[src/rtl/core_decoder_pkg.sv]
// Shared encodings for the TinyGPU core decoder: opcodes, core states, mux selects
// and the decoded control bundle.
package core_decoder_pkg;

    localparam logic [3:0] OP_NOP   = 4'b0000;
    localparam logic [3:0] OP_BRNZP = 4'b0001;
    localparam logic [3:0] OP_CMP   = 4'b0010;
    localparam logic [3:0] OP_ADD   = 4'b0011;
    localparam logic [3:0] OP_SUB   = 4'b0100;
    localparam logic [3:0] OP_MUL   = 4'b0101;
    localparam logic [3:0] OP_DIV   = 4'b0110;
    localparam logic [3:0] OP_LDR   = 4'b0111;
    localparam logic [3:0] OP_STR   = 4'b1000;
    localparam logic [3:0] OP_CONST = 4'b1001;
    localparam logic [3:0] OP_RET   = 4'b1111;

    localparam logic [2:0] STATE_IDLE    = 3'b000;
    localparam logic [2:0] STATE_FETCH   = 3'b001;
    localparam logic [2:0] STATE_DECODE  = 3'b010;
    localparam logic [2:0] STATE_REQUEST = 3'b011;
    localparam logic [2:0] STATE_WAIT    = 3'b100;
    localparam logic [2:0] STATE_EXECUTE = 3'b101;
    localparam logic [2:0] STATE_UPDATE  = 3'b110;
    localparam logic [2:0] STATE_DONE    = 3'b111;

    localparam logic [1:0] REG_IN_ARITH = 2'b00;
    localparam logic [1:0] REG_IN_MEM   = 2'b01;
    localparam logic [1:0] REG_IN_CONST = 2'b10;

    localparam logic [1:0] ALU_ADD = 2'b00;
    localparam logic [1:0] ALU_SUB = 2'b01;
    localparam logic [1:0] ALU_MUL = 2'b10;
    localparam logic [1:0] ALU_DIV = 2'b11;

    localparam logic ALU_OUT_ARITH = 1'b0;
    localparam logic ALU_OUT_CMP   = 1'b1;

    typedef struct packed {
        logic       reg_write;
        logic       mem_read;
        logic       mem_write;
        logic       nzp_write;
        logic [1:0] reg_input_mux;
        logic [1:0] alu_arith_mux;
        logic       alu_output_mux;
        logic       pc_mux;
        logic       ret;
    } ctrl_t;

    // Opcodes 1010..1110 have no assigned instruction.
    function automatic logic is_reserved(input logic [3:0] op);
        return (op >= 4'b1010) && (op <= 4'b1110);
    endfunction

endpackage

[src/rtl/core_decoder_lut.sv]
// Combinational opcode to control-bundle table; unassigned opcodes decode as NOP.
// Latency 0; no flow control.
module core_decoder_lut
    import core_decoder_pkg::*;
(
    input  logic [3:0] opcode,
    output ctrl_t      ctrl
);

    always_comb begin
        ctrl = '0;
        case (opcode)
            OP_BRNZP: ctrl.pc_mux = 1'b1;
            OP_CMP: begin
                ctrl.alu_output_mux = ALU_OUT_CMP;
                ctrl.nzp_write      = 1'b1;
            end
            OP_ADD, OP_SUB, OP_MUL, OP_DIV: begin
                ctrl.reg_write     = 1'b1;
                ctrl.reg_input_mux = REG_IN_ARITH;
                ctrl.alu_arith_mux = opcode[1:0] - 2'b11;
            end
            OP_LDR: begin
                ctrl.reg_write     = 1'b1;
                ctrl.mem_read      = 1'b1;
                ctrl.reg_input_mux = REG_IN_MEM;
            end
            OP_STR: ctrl.mem_write = 1'b1;
            OP_CONST: begin
                ctrl.reg_write     = 1'b1;
                ctrl.reg_input_mux = REG_IN_CONST;
            end
            OP_RET: ctrl.ret = 1'b1;
            default: ctrl = '0;
        endcase
    end

endmodule

[src/rtl/core_decoder.sv]
// TinyGPU per-core decoder: captures fields/control on DECODE, holds them until the next DECODE.
// Latency 1 cycle; enable low freezes all state; CORE_DECODER_ILLEGAL_OPCODE_EN adds a sticky illegal flag.
module core_decoder
    import core_decoder_pkg::*;
#(
    parameter int         INSTR_WIDTH = 16,
    parameter logic [2:0] DECODE      = STATE_DECODE,
    parameter logic [2:0] FETCH       = STATE_FETCH,
    parameter logic [2:0] IDLE        = STATE_IDLE
)
(
    input  logic                   clk,
    input  logic                   reset,
    input  logic                   enable,
    input  logic [2:0]             core_state,
    input  logic [INSTR_WIDTH-1:0] instruction,
    output logic                   decoded_valid,
    output logic [3:0]             decoded_rd_address,
    output logic [3:0]             decoded_rs_address,
    output logic [3:0]             decoded_rt_address,
    output logic [2:0]             decoded_nzp,
    output logic [7:0]             decoded_immediate,
    output logic                   decoded_reg_write_enable,
    output logic                   decoded_mem_read_enable,
    output logic                   decoded_mem_write_enable,
    output logic                   decoded_nzp_write_enable,
    output logic [1:0]             decoded_reg_input_mux,
    output logic [1:0]             decoded_alu_arithmetic_mux,
    output logic                   decoded_alu_output_mux,
    output logic                   decoded_pc_mux,
    output logic                   decoded_ret,
    output logic                   illegal_opcode
);

    logic [3:0]  opcode;
    ctrl_t       lut_ctrl;
    ctrl_t       ctrl_q;
    logic [11:0] field_q;
    logic        valid_q;
    logic        capture;
    logic        invalidate;

    assign opcode     = instruction[INSTR_WIDTH-1 -: 4];
    assign capture    = enable && (core_state == DECODE);
    assign invalidate = enable && ((core_state == FETCH) || (core_state == IDLE));

    core_decoder_lut u_lut (
        .opcode (opcode),
        .ctrl   (lut_ctrl)
    );

    // All operand fields overlap instruction[11:0], so one register backs them all.
    always_ff @(posedge clk) begin
        if (reset) begin
            valid_q <= 1'b0;
            ctrl_q  <= '0;
            field_q <= '0;
        end else if (capture) begin
            valid_q <= 1'b1;
            ctrl_q  <= lut_ctrl;
            field_q <= instruction[11:0];
        end else if (invalidate) begin
            valid_q <= 1'b0;
        end
    end

`ifdef CORE_DECODER_ILLEGAL_OPCODE_EN
    logic illegal_q;

    always_ff @(posedge clk) begin
        if (reset) begin
            illegal_q <= 1'b0;
        end else if (capture && is_reserved(opcode)) begin
            illegal_q <= 1'b1;
        end
    end

    assign illegal_opcode = illegal_q;
`else
    assign illegal_opcode = 1'b0;
`endif

    assign decoded_valid              = valid_q;
    assign decoded_rd_address         = field_q[11:8];
    assign decoded_rs_address         = field_q[7:4];
    assign decoded_rt_address         = field_q[3:0];
    assign decoded_nzp                = field_q[11:9];
    assign decoded_immediate          = field_q[7:0];
    assign decoded_reg_write_enable   = ctrl_q.reg_write;
    assign decoded_mem_read_enable    = ctrl_q.mem_read;
    assign decoded_mem_write_enable   = ctrl_q.mem_write;
    assign decoded_nzp_write_enable   = ctrl_q.nzp_write;
    assign decoded_reg_input_mux      = ctrl_q.reg_input_mux;
    assign decoded_alu_arithmetic_mux = ctrl_q.alu_arith_mux;
    assign decoded_alu_output_mux     = ctrl_q.alu_output_mux;
    assign decoded_pc_mux             = ctrl_q.pc_mux;
    assign decoded_ret                = ctrl_q.ret;

endmodule

[config.mk]
export PLATFORM = sky130hd
export DESIGN_NAME = core_decoder
export DESIGN_NICKNAME = d
export VERILOG_FILES = /design/src/rtl/core_decoder_pkg.sv /design/src/rtl/core_decoder_lut.sv /design/src/rtl/core_decoder.sv
export SDC_FILE = /design/constraint.sdc
export NUM_CORES = 1
export LEC_CHECK = 0
export CAP_MARGIN = 15
export CORE_ASPECT_RATIO = 0.75
export CORE_MARGIN = 4
export CORE_UTILIZATION = 39
export DETAILED_ROUTE_END_ITERATION = 12
export GPL_TIMING_DRIVEN = 0
export PLACE_DENSITY_LB_ADDON = 0.1
export SKIP_CTS_REPAIR_TIMING = 1
export SYNTH_ARGS = -nofsm -noshare
export SYNTH_HDL_FRONTEND = slang
export SYNTH_SLANG_ARGS = --single-unit
[constraint.sdc]
create_clock -name clk -period 1.5 [get_ports clk]
set_input_delay 0.3 -clock clk [delete_from_list [all_inputs] [get_ports clk]]
set_output_delay 0.3 -clock clk [all_outputs]
set_load 0.1 [all_outputs]
==> summary.md, run 1 <==
| Metric | Value |
|---|---|
| Worst-case clock buffer depth | 2 |
| Non-Filler Instances | 224 |
| Peak Freq | 688 MHz |
| Area occupied by multi-input gates | 529 µm² |
| Post-Route M1 WL | 1.22 mm |
| Clock power frac | 28.7% |
| Main synth FF type | dfxtp_1 |
| GRT Util Overall | 14.0% |
| Per-cell routed wire length | 12.1 µm |
| Starting DRT DRC Count | 38 |
| Layout Cell Area excl Fill | 0.00166 mm² |
| Fin Hold WS | 0.391 ns |
| Data arrival time at the worst-slack endpoint | 1.15 ns |
| Layout Area Growth over Synthesis | 42.1% |
| Cell taking the most area after synthesis | dfxtp_1 |
| CTS H-tree depth | 1 |
| Initial antenna violation count | 0 |
| Worst-path clk slew | 0.08 ns |
| Die area | 0.00394 mm² |
| 1st-pass router iterations | 4 |
| Worst setup path start | field_q[10]$_SDFFE_PP0P_ |
| Vias/cell | 4.64 |
| Post-synthesis mux area share | 0% |
| Area share of fa/ha/maj cells after synthesis | 4.29% |
| Util after Layout | 60.8% |
| Top-count cell post-synth | dfxtp_1 |
| Hold path start | instruction[12] |
| Worst hold path type | input pin to flip-flop |
| CTS root buf | clkbuf_8 |
| Crit start category | flip-flop |
| Synth Area in Simple Gates | 23.6% |
| Die W | 71.1 µm |
| ANT cells | 0 |
| Post-synth ARST share | 0% |
| Final #Nets | 215 |
| Sw Share | 30.2% |
| Number of top-level pins | 58 |
| Top cells by count, synth | 23 x dfxtp_1, 22 x nand2_1, 16 x buf_4 |
| Storage cell area | 475 µm² |
| Yosys synthesis warning count | 0 |
| Count of cell types in the netlist | 27 |
| Top-area cell type share of the netlist area | 39.5% |
| Post-Syn Instances | 129 |
| Status | finished clean |
| Worst Skew | 0 ns |
| Yosys reg bits | 23 |
| Sequential share of the synthesized area | 39.5% |
| FF-to-FF Start | decoded_valid$_SDFFE_PP0P_ |
| Final WL | 2.71 mm |
| Row count | 16 |
| Core area | 0.00272 mm² |
| Final ANT Viol Nets | 0 |
| Number of synthesized flops with an enable pin | 0 |
| RSZ-0062 raised after global routing | no |
| Share of layout cells above drive strength 1 | 50.5% |
| Final worst setup slack | 0.0474 ns |
| Logic pwr share | 23.1% |
| Worst-Margin Slew | 0.557 ns |
| Top cells by area, synth | dfxtp_1 39%, buf_4 10%, a21oi_2 7.5% |
| Pint | 0.000909 W |
| Main combinational cell family by area after synthesis | simple AND/OR/NAND/NOR gates |
| Post-Place Cells | 220 |
| Port bufs | 55 |
| Die Y-Extent | 55.4 µm |
| TritonCTS Buffers | 3 |
| Metal3 WL | 203 µm |
| Period utilization | 96.8% |
| RePlAce Congestion | 0.761 |
| Clock sinks | 23 |
| Syn_area_per_cell | 9.04 µm² |
| Final worst path period need | 1.45 ns |
| Cell Area, Placed | 0.00178 mm² |
| Drc violations | 0 |
| Fin. Hold Viols | 0 |
| Number of global-route vias before repair | 1050 |
| Switch Pwr | 0.000392 W |
| Total nets after synthesis | 155 |
| Max layer used | met4 |
| Critical Path RT | 1.20 ns |
| Vias | 1040 |
| Max VDD drop | 466 µV |
| Dpl ws | -0.457 ns |
| Mapped cell area | 0.00117 mm² |
| Sequential share of power | 48.2% |
| First-pass GRT wire length | 4.60 mm |
| CTS tree | built |
| Met2 wire len | 1.28 mm |
| Largest net degree at the start of global routing | 13 |
| Final Max Slew Viols | 0 |
| GR Overflow Total | 0 |
| Fillers | 256 |
| Clk Latency, worst-skew pair | 0.26 ns |
| Critical Path Sink Type | primary output |
| Final setup viols | 0 |
| HPWL Detailed | 2.18 mm |
| Compound-cell area share of the yosys netlist | 17.0% |
| Critical path class | flip-flop to primary output |
| Synth Area in XOR/XNOR | 0% |
| Max FO, Critical Path | 3 |
| Initial Utilization | 42.8% |
| Max cap viols | 0 |
| Pwr dens | 786 mW/mm² |
| Max_slew headroom | 63.0% |
| LEAKAGE | 0.736 nW |
[critical path, stage by stage, from the launching register on]
cell and delay [ns]:
dfxtp_2 0.35, buf_4 0.10, clkbuf_2 0.44
[cells by family (layout without fill, tap and decap cells)]
family          count (synthesis)  in the layout
simple gates                   51             51
compound gates                 25             25
buf+inv                        25             84
flops                          23             23
fa+ha+maj                       4              4
other cells                     1              1
[metrics by stage]
step	power (W)	TNS, ns
5_1_grt	0.00135	0
4_1_cts	0.00133	-20.31
2_1_floorplan	0.000850	0
3_3_place_gp	0.000952	-11.37
3_5_place_dp	0.000958	-12.48
6_report	0.00130	0
[worst paths after layout]
check / endpoint / slack (ns) / cells after the start
min: decoded_alu_arithmetic_mux[0]$_SDFFE_PP0P_ / 0.39 / 2
max reg2reg: decoded_valid$_SDFFE_PP0P_ / 0.85 / 2
min reg2reg: decoded_alu_output_mux$_SDFFE_PP0P_ / 0.46 / 2
max: decoded_rd_address[2] / 0.05 / 2
[layout make-up]
type                            count  area share (%)
Tap cell                           36            2.72
Clock buffer                        4            2.72
Buffer                             21            9.89
Inverter                            4           0.906
Multi-Input combinational cell     81            31.9
Sequential cell                    23            28.7
Timing Repair Buffer               55            23.1
[power by group through the flow]
stage / logic (W) / clock network, W / registers [W]
6_report: 0.000301 / 0.000374 / 0.000627
5_1_grt: 0.000317 / 0.000403 / 0.000629
4_1_cts: 0.000317 / 0.000384 / 0.000627
3_5_place_dp: 0.000317 / 0 / 0.000641
3_3_place_gp: 0.000311 / 0 / 0.000641
2_1_floorplan: 0.000139 / 0 / 0.000710
[placed cells by master (no fill, tap or decap), types with 4 or more instances in the layout]
master	Yosys	routed
nand3_1	4	4
clkbuf_2	0	34
nand2_2	10	10
a21oi_2	10	10
dfxtp_1	23	11
dfxtp_2	0	12
buf_4	16	17
a21oi_1	10	10
clkdlybuf4s50_1	0	18
nand2_1	22	22
inv_1	4	4
[flip-flops by register name, summed over array words and instances (netlist names)]
| name | cells |
|---|---|
| decoded_alu_arithmetic_mux | 2 |
| decoded_alu_output_mux | 1 |
| decoded_mem_read_enable | 1 |
| decoded_mem_write_enable | 1 |
| decoded_pc_mux | 1 |
| decoded_reg_input_mux | 2 |
| decoded_reg_write_enable | 1 |
| decoded_ret | 1 |
| decoded_valid | 1 |
| field_q | 12 |
[metal layers]
| metal | vias to the layer above | GRT usage (%) |
|---|---|---|
| li1 | 531 | - |
| met1 | 467 | 17.8 |
| met2 | 40 | 22.8 |
| met3 | 2 | 5.62 |
| met4 | 0 | 1.88 |
| met5 | - | 0 |
No activity file was read; power rests on OpenSTA's default activity.
==> run 2: changes to the inputs <==
--- a/config.mk
+++ b/config.mk
@@ -13,6 +13,7 @@
 export GPL_TIMING_DRIVEN = 0
 export PLACE_DENSITY_LB_ADDON = 0.1
 export SKIP_CTS_REPAIR_TIMING = 1
+export SKIP_LAST_GASP = 1
 export SYNTH_ARGS = -nofsm -noshare
 export SYNTH_HDL_FRONTEND = slang
 export SYNTH_SLANG_ARGS = --single-unit
==> run 2 against run 1 <==
Effect of this change: the run now ends with setup timing left; clock power barely moved; utilization rose by 0.46 points; count of clock-buffer cells in the layout did not move; worst setup slack got worse by 0.28 ns; combinational power barely moved; clock skew did not move; non-clock buffer count did not move; die area did not move; critical path type unchanged.
==> summary.md, run 2 (synthesis gave the netlist of run 1 again) <==
| Metric | Value |
|---|---|
| Largest net degree at the start of global routing | 13 (unchanged) |
| Sequential share of power | 48.2% (about the same) |
| Post-Place Cells | 220 (unchanged) |
| Critical path class | flip-flop to primary output (unchanged) |
| Final worst setup slack | -0.230 ns (was 0.0474 ns) |
| Status | finished with violations (was finished clean) |
| Max FFs per register | 12 (unchanged) |
| Post-Route M1 WL | 1.22 mm (about the same) |
| Cell Area, Placed | 0.00178 mm² (unchanged) |
| RSZ-0062 raised after global routing | yes (was no) |
| Sw Share | 30.0% (was 30.2%) |
| Max layer used | met4 (unchanged) |
| Logic pwr share | 23.2% (was 23.1%) |
| CTS root buf | clkbuf_8 (unchanged) |
| Failing checks | setup timing |
| Initial antenna violation count | 0 (unchanged) |
| Clock power frac | 28.6% (was 28.7%) |
| Final setup viols | 2 (was 0) |
| Crit start category | flip-flop (unchanged) |
| Max_slew headroom | 35.5% (was 63.0%) |
| Fin. Hold Viols | 0 (unchanged) |
| Row count | 16 (unchanged) |
| Metal3 WL | 209 µm (was 203 µm) |
| Port bufs | 55 (unchanged) |
| Final ANT Viol Nets | 0 (unchanged) |
| Die W | 71.1 µm (unchanged) |
| Final Max Slew Viols | 0 (unchanged) |
| Pwr dens | 779 mW/mm² (was 786 mW/mm²) |
| Critical Path RT | 1.20 ns (about the same) |
| Drc violations | 0 (unchanged) |
| First-pass GRT wire length | 4.60 mm (unchanged) |
| Starting DRT DRC Count | 37 (was 38) |
| Met2 wire len | 1.28 mm (about the same) |
| Die area | 0.00394 mm² (unchanged) |
| Number of global-route vias before repair | 1050 (unchanged) |
| Data arrival time at the worst-slack endpoint | 1.43 ns (was 1.15 ns) |
| Commonest non-fill, non-tap cells in the layout | 33 x clkbuf_2, 22 x nand2_1, 18 x clkdlybuf4s50_1 (was 34 x clkbuf_2, 22 x nand2_1, 18 x clkdlybuf4s50_1) |
| Vias | 1043 (was 1040) |
| Clk Latency, worst-skew pair | 0.26 ns (about the same) |
| Number of top-level pins | 58 (unchanged) |
| Dpl ws | -0.457 ns (unchanged) |
| LEAKAGE | 0.769 nW (was 0.736 nW) |
| TritonCTS Buffers | 3 (unchanged) |
| Peak Freq | 578 MHz (was 688 MHz) |
| Layout Area Growth over Synthesis | 43.1% (was 42.1%) |
| CTS tree | built (unchanged) |
| Worst-case clock buffer depth | 2 (unchanged) |
| CTS H-tree depth | 1 (unchanged) |
| Max VDD drop | 461 µV (was 466 µV) |
| 1st-pass router iterations | 4 (unchanged) |
| Clock sinks | 23 (unchanged) |
| Critical Path Sink Type | primary output (unchanged) |
| Die Y-Extent | 55.4 µm (unchanged) |
| Total Power | 0.00130 W (about the same) |
| Core area | 0.00272 mm² (unchanged) |
| HPWL Detailed | 2.18 mm (unchanged) |
| Final worst path period need | 1.73 ns (was 1.45 ns) |
| Non-Filler Instances | 224 (unchanged) |
| Final WL | 2.71 mm (about the same) |
| Worst Skew | 0 ns (unchanged) |
| Vias/cell | 4.66 (was 4.64) |
| Final #Nets | 215 (unchanged) |
| RePlAce Congestion | 0.761 (unchanged) |
| GRT Util Overall | 14.0% (unchanged) |
| Period utilization | 115% (was 96.8%) |
| Worst-Margin Slew | 0.966 ns (was 0.557 ns) |
| Worst-path clk slew | 0.08 ns (about the same) |
| Max cap viols | 0 (unchanged) |
| Max FO, Critical Path | 3 (unchanged) |
| Pint | 0.000910 W (was 0.000909 W) |
| Commonest non-fill, non-tap cell in the layout | clkbuf_2 (unchanged) |
| Per-cell routed wire length | 12.1 µm (about the same) |
| Initial Utilization | 42.8% (unchanged) |
| GR Overflow Total | 0 (unchanged) |
| Worst hold path type | input pin to flip-flop (unchanged) |
| Share of layout cells above drive strength 1 | 49.5% (was 50.5%) |
| ANT cells | 0 (unchanged) |
| Layout Cell Area excl Fill | 0.00167 mm² (was 0.00166 mm²) |
| Switch Pwr | 0.000391 W (was 0.000392 W) |
| Most flops, register | field_q (unchanged) |
==> run 2: through the flow <==
stage / setup TNS [ns] / util (%) / hold slack (ns)
after floorplan: 0 / - / 0.400
after global placement: -11.37 / 65.3 / 0.440
after detailed placement: -12.48 / 65.3 / 0.450
after CTS: -20.31 / 66.9 / 0.460
after global routing: -0.456 / 61.3 / 0.404
final: -0.375 / 61.3 / 0.393
==> run 2: area by class of cell <==
cell class | instances | area (µm²)
fill | 255 | 1050
sequential | 23 | 475
tap | 36 | 45.0
buffer | 21 | 164
multi-input combinational | 81 | 529
inverter | 4 | 15.0
clock buffer | 4 | 45.0
timing repair buffer | 55 | 395
==> run 2: worst paths after layout <==
kind	start	end	slack [ns]	cells after the start
hold / removal	instruction[12]	decoded_alu_arithmetic_mux[0]$_SDFFE_PP0P_	0.39	2
hold reg to reg	decoded_alu_output_mux$_SDFFE_PP0P_	decoded_alu_output_mux$_SDFFE_PP0P_	0.46	2
setup / recovery	field_q[7]$_SDFFE_PP0P_	decoded_rs_address[3]	-0.23	2
setup reg to reg	decoded_valid$_SDFFE_PP0P_	decoded_valid$_SDFFE_PP0P_	0.85	2
==> run 2: metal layers <==
| layer | vias up | global-route usage, % |
|---|---|---|
| met3 | 2 | 5.62 |
| met1 | 470 | 17.8 |
| met4 | 0 | 1.88 |
| li1 | 531 | - |
| met2 | 40 | 22.8 |
| met5 | - | 0 |
==> run 2: power by group through the flow <==
stage	sequential, W	clock (W)	combinational, W
after global routing	0.000629	0.000403	0.000317
after detailed placement	0.000641	0	0.000317
after floorplan	0.000710	0	0.000139
after CTS	0.000627	0.000384	0.000317
final	0.000627	0.000371	0.000302
after global placement	0.000641	0	0.000311
==> run 2: critical path: stages (launching register included) <==
cell	delay (ns)
dfxtp_2	0.35
buf_4	0.10
dlymetal6s2s_1	0.73
